`src/rtl/countdown_timer.sv`:
```
// countdown_timer: loadable 4-bit down-counter with run/done handshake.
// Q0..Q3 feed the downstream 4-bit zero detector; is_zero mirrors it locally.
// Optional feature macro: COUNTDOWN_TIMER_AUTO_RELOAD_EN
//   defined   -> adds reload register and 'auto' input for periodic operation
//   undefined -> one-shot delay only
//
// state | meaning
// ------+-------------------------------------------------------------
// IDLE  | no delay pending, Q = 0, waiting for load
// RUN   | counting down on tick, Q in 1..15
// DONE  | delay expired, Q = 0, done held until ack (or a new load)
// 2'b11 | illegal, recovers to IDLE with Q = 0 on the next edge
module countdown_timer (
  input  logic clock,
  input  logic reset,
  input  logic tick,
  input  logic load,
  input  logic L0,
  input  logic L1,
  input  logic L2,
  input  logic L3,
  input  logic ack,
`ifdef COUNTDOWN_TIMER_AUTO_RELOAD_EN
  input  logic auto,
`endif
  output logic Q0,
  output logic Q1,
  output logic Q2,
  output logic Q3,
  output logic busy,
  output logic done,
  output logic is_zero
);

  typedef enum logic [1:0] {
    IDLE = 2'b00,
    RUN  = 2'b01,
    DONE = 2'b10
  } state_t;

  state_t state;
  logic [3:0] count;
  logic [3:0] loadVal;
  logic loadNonZero;

`ifdef COUNTDOWN_TIMER_AUTO_RELOAD_EN
  logic [3:0] reloadVal;
`endif

  assign loadVal     = {L3, L2, L1, L0};
  assign loadNonZero = |loadVal;

  // Sequencer: state, count and registered Moore outputs advance together.
  // A zero-length load goes straight to DONE so RUN never holds Q = 0.
  always_ff @(posedge clock or posedge reset) begin
    if (reset) begin
      state <= IDLE;
      count <= 4'd0;
      busy  <= 1'b0;
      done  <= 1'b0;
`ifdef COUNTDOWN_TIMER_AUTO_RELOAD_EN
      reloadVal <= 4'd0;
`endif
    end else begin
      case (state)
        IDLE, DONE: begin
          if (load) begin
            count <= loadVal;
            state <= loadNonZero ? RUN : DONE;
            busy  <= loadNonZero;
            done  <= ~loadNonZero;
`ifdef COUNTDOWN_TIMER_AUTO_RELOAD_EN
            reloadVal <= loadVal;
`endif
          end else if ((state == DONE) && ack) begin
            state <= IDLE;
            busy  <= 1'b0;
            done  <= 1'b0;
          end
        end
        RUN: begin
          if (load) begin
            count <= loadVal;
            state <= loadNonZero ? RUN : DONE;
            busy  <= loadNonZero;
            done  <= ~loadNonZero;
`ifdef COUNTDOWN_TIMER_AUTO_RELOAD_EN
            reloadVal <= loadVal;
`endif
          end else if (tick && (count == 4'd1)) begin
`ifdef COUNTDOWN_TIMER_AUTO_RELOAD_EN
            if (auto) begin
              // Periodic mode: restart from the captured length, one-cycle done pulse.
              count <= reloadVal;
              done  <= 1'b1;
            end else
`endif
            begin
              count <= 4'd0;
              state <= DONE;
              busy  <= 1'b0;
              done  <= 1'b1;
            end
          end else begin
            if (tick) count <= count - 4'd1;
            done <= 1'b0;
          end
        end
        default: begin
          state <= IDLE;
          count <= 4'd0;
          busy  <= 1'b0;
          done  <= 1'b0;
        end
      endcase
    end
  end

  // Count bits straight from the register; is_zero decodes only registered state.
  always_comb begin
    Q0      = count[0];
    Q1      = count[1];
    Q2      = count[2];
    Q3      = count[3];
    is_zero = (count == 4'd0);
  end

endmodule

```
`config.mk`:
```
export PLATFORM = sky130hd
export DESIGN_NAME = countdown_timer
export DESIGN_NICKNAME = d
export VERILOG_FILES = /design/src/rtl/countdown_timer.sv
export SDC_FILE = /design/constraint.sdc
export NUM_CORES = 1
export LEC_CHECK = 0
export ABC_CLOCK_PERIOD_IN_PS = 1350
export CORE_UTILIZATION = 40
export DETAILED_ROUTE_END_ITERATION = 10
export PLACE_DENSITY = 0.79
export SETUP_SLACK_MARGIN = 0.05
export SYNTH_ARGS = -nofsm -noshare
export SYNTH_HDL_FRONTEND = slang
export SYNTH_SLANG_ARGS = --single-unit
```
`constraint.sdc`:
```
create_clock -name clock -period 1.35 [get_ports clock]
set_input_delay 0.2025 -clock clock [delete_from_list [all_inputs] [get_ports clock]]
set_output_delay 0.2025 -clock clock [all_outputs]
set_load 0.01 [all_outputs]
```
Yosys cells after proc, flatten, opt, wreduce, memory -nomap -nowiden. Cells that the tools add are included.

Bits in registers: 8. Bits of input ports: 9. Output and inout bits: 7. Logic and storage cells: 41.

$add $sub $neg: 1. Equality and inequality tests: 7. Muxes and demuxes: 20. Bitwise operators: 1. Reduce and logical (&&, ||, !) cells: 8.

Operators by type and width (count): 4-bit two-way mux (4); 2-bit two-way mux (5); 4-bit one-hot mux with 2 select lines (1); 1-bit two-way mux (7); 3-bit != test, second input constant (2); 4-bit by 1-bit == test with 1-bit output, second input constant (1); 4-bit logical NOT (1); 4-bit != test, second input constant (1); 1-bit one-hot mux with 2 select lines (2); 2-bit one-hot mux with 2 select lines (1); 2-bit AND reduction (2); 4-bit OR reduction (1); 4-bit by 1-bit subtractor with 4-bit output, second input constant (1); 2-bit by 1-bit == test with 1-bit output, second input constant (1); 2-bit == test, second input constant (1); 1-bit logical AND (2); 2-bit logical NOT (1); 2-bit != test, second input constant (1); 2-bit OR reduction (1); 1-bit NOT (1).

Logic depth before layout (Yosys ltp).
Depth in word-level cells: 5. Gate-level depth with buffers: 6. Gate-level depth less buffers: 6.

Worst setup path before layout. OpenSTA, ideal clock, no wires.

Path kind: register -> register. Start: reg count[1]. End: reg busy. Setup time: 0.131 ns. Arrival: 1.224 ns. Required time: 1.219 ns. Setup slack: -0.005 ns. Stages on the path, launching flop included: 7. Buffers on the path: 0. Clock period less this slack: 1.355 ns. Cell sequence: dfrtp_1 inv_1 ha_1 nand4bb_1 nand3_1 nor3_1 or3_1.

Word-level cells in the longest chain between the ends: 4.

Ends and longest elaborated chain: from (decl) (line 42) `logic [3:0] count;`; from (signal assigned) (line 68) `count <= loadVal;`; from (signal assigned) (line 83) `count <= loadVal;`; from (signal assigned) (line 105) `if (tick) count <= count - 4'd1;`; 4-bit by 1-bit == test with 1-bit output (line 90) `end else if (tick && (count == 4'd1)) begin`; 1-bit logical AND (line 90); 3-bit != test (no line); 2-bit AND reduction (no line); to (signal assigned) (line 70) `busy <= loadNonZero;`; to (signal assigned) (line 85) `busy <= loadNonZero;`; to (decl) (line 30) `output logic busy,`.

No other way between the ends. A chain may end at the register's enable or synchronous reset.

Worst setup path in the final report. Same ends and word-level chain as after synthesis.

==> out/results.ini <==
[min_path]
hold_path.class=input pin to asynchronous set/reset pin

[global_route]
antenna_found_initial=0
overflow=0
track_usage_pct=28.9
grt_pass1_vias=604
grt_pass1_wl_um=2900
grt_max_degree=10

[synth]
synth-edff-count=0
syn_area_per_cell_um2=8.96
ys_seq_area_share_pct=36.0
ys_top_cells_by_area=dfrtp_1 36%, ha_1 6.8%, o41ai_4 5.0%
synth_top_area_share_pct=36.0
synthArstFlopShare_pct=100
syn_nets=74
postSynthCellCount=62
netlist.top_cell.by_area=dfrtp_1
syn_area_um2=556
synth_common_cells=8 x dfrtp_1, 6 x inv_1, 5 x a21oi_1, 5 x o21ai_0, 4 x nand2_1
ys.flop_type=dfrtp_1
synth.most_common_cell=dfrtp_1
ys_ff_latch=8
synth_warnings=0
ys_types=30

[drt]
totalWireLength_um=1940
drc=0
dr_total_vias=659
drt-pass1-iter-count=4
post_drt_via_cell_ratio=5.83
post_drt_wl_per_cell_um=17.2
drtIter0Drc=29
ant_nets=0

[cts]
root_buffer=clkbuf_4
ctsLongestPathBuffers=2
htreeDepth=1
numClockSinks=8
clock_latency_ps=260
clkTransAtPathRegs_ps=60
numCtsBuffers=3
cts_tree=done

[setup_path]
cp_max_fo=2
max_stage_delay_ps=380
path_depth=7
crit_path_cell_trace=inv_2 -> buf_6 -> ha_4 -> nand4bb_1 -> nand3_1 -> nor3_1 -> or3_1
critPathLaunchType=flop
cp-end-kind=flop
cp.arrival_ps=1560
ff2ff_path_depth=7
worstReg2RegStart=count[1]
cp.required_ps=1490
cpMaxStageDelayCell=dfrtp_1
worst-setup-path-type=flop to flop
path_delay_family=simple AND/OR/NAND/NOR gates
crit_buf_inv=2
crit_path_start=count[1]
reg2reg_slack_ps=-60
endpoint=busy
reg2reg_to=busy

[timing]
max_slew_margin_pct=74.5
finalHoldViolCount=0
setup_violations=4
fin_tns_setup_ps=-215
fin_ws_ps=-63.7
fin_worst_skew_ps=3.50
fin_crit_sh_pct=105
max_freq_ghz=0.707
worstMarginPinSlew_ps=373
rsz0062_at_grt=true
maxSlewViolCount=0
period_needed_ps=1410

[floorplan]
core-area_mm2=0.00130
fp.dieW_um=39.3
io_pins=16
rows=13
dieArea_mm2=0.00154
die_y_um=39.3
initial_core_util_pct=42.7

[finish]
post-route-util_pct=75.7
multi_input_area_um2=407
diodes=0
area_delta_synth_final_pct=77.3
fillerInstances=83
final_nets=112
final_area_um2=985
seq_area_um2=201
instances_no_fill=113
drive_above_1_share_pct=43.9

[status]
violations=setup timing
status=finished with violations

[pwr]
leakage_nw=0.456
peakVddDrop_mv=0.680
powerDensity_mw_per_mm2=1130

[placement]
gp_congestion=0.870
post-dp-hpwl_um=1280
dp_cells=107
place_area_um2=855
port_buffers=15

[run]
drv_cap=0

-- flip-flops by register name (all words and copies together) (netlist names) --
name,cells
done,1
busy,1
count,4
state,2
-- stage by stage --
step	hold slack [ps]	power [mW]	setup slack (ps)
6_report	204	1.11	-63.7
5_1_grt	234	1.16	-109
4_1_cts	217	1.03	-82.8
3_5_place_dp	491	0.797	-243
3_3_place_gp	480	0.774	-206
2_1_floorplan	18.2	0.529	48.4
-- final cells by class --
| type | instances | area share [%] |
|---|---|---|
| tap | 15 | 1.91 |
| timing repair buffer | 35 | 31.4 |
| multi-input combinational | 45 | 41.3 |
| inverter | 7 | 2.67 |
| clock buffer | 3 | 2.29 |
| sequential | 8 | 20.5 |
-- kinds of logic (layout without fill, tap and decap cells) --
| kind of cell | count (synthesis) | in the layout | share of synthesized area [%] |
|---|---|---|---|
| fa+ha+maj | 3 | 3 | 6.76 |
| buf+inv | 9 | 45 | 6.53 |
| flops | 8 | 8 | 36.0 |
| xor+xnor | 1 | 1 | 1.58 |
| compound gates | 22 | 22 | 30.0 |
| simple gates | 19 | 19 | 19.1 |
-- metal layers --
layer / wire (um) / track usage (%) / up-vias / part of all wire (%)
met5: 0 / 0 / - / 0
met4: 25 / 9.48 / 0 / 1.3
met3: 165 / 3.98 / 4 / 8.5
met2: 947 / 52.1 / 41 / 49
met1: 799 / 34.6 / 312 / 41
li1: - / - / 302 / -
-- power by group --
group | internal, mW | switching, mW
logic | 0.312 | 0.270
clock network | 0.103 | 0.0966
registers | 0.282 | 0.0471
total | 0.697 | 0.414
-- worst min path at each step --
stage | start | to | cells after the start | slack [ps]
after floorplan | reset | busy | 1 | 20
final | reset | count[0] | 2 | 200
after global routing | reset | state[0] | 2 | 230
after detailed placement | reset | done | 2 | 490
after CTS | reset | done | 2 | 220
after global placement | reset | busy | 2 | 480
-- layout by cell type (no fill, tap or decap), drive strengths merged, types with 3 or more instances in the layout --
cell type,count
buf,21
dfrtp,8
inv,7
clkdlybuf4s50,6
a21oi,6
o21ai,5
nand2,4
dlygate4sd2,4
ha,3
clkbuf,3
nor2b,3
-- timing repair --
item / 4_1_cts / 5_1_grt
pin swaps: 6 / 7
gates resized for setup: 17 / 19
buffers inserted: 3 / 2
endpoints found under the setup margin: 12 / 12
hold buffers: 0 / 0
cloned: 0 / 0
Note: power is estimated with default switching activity, not from simulation.
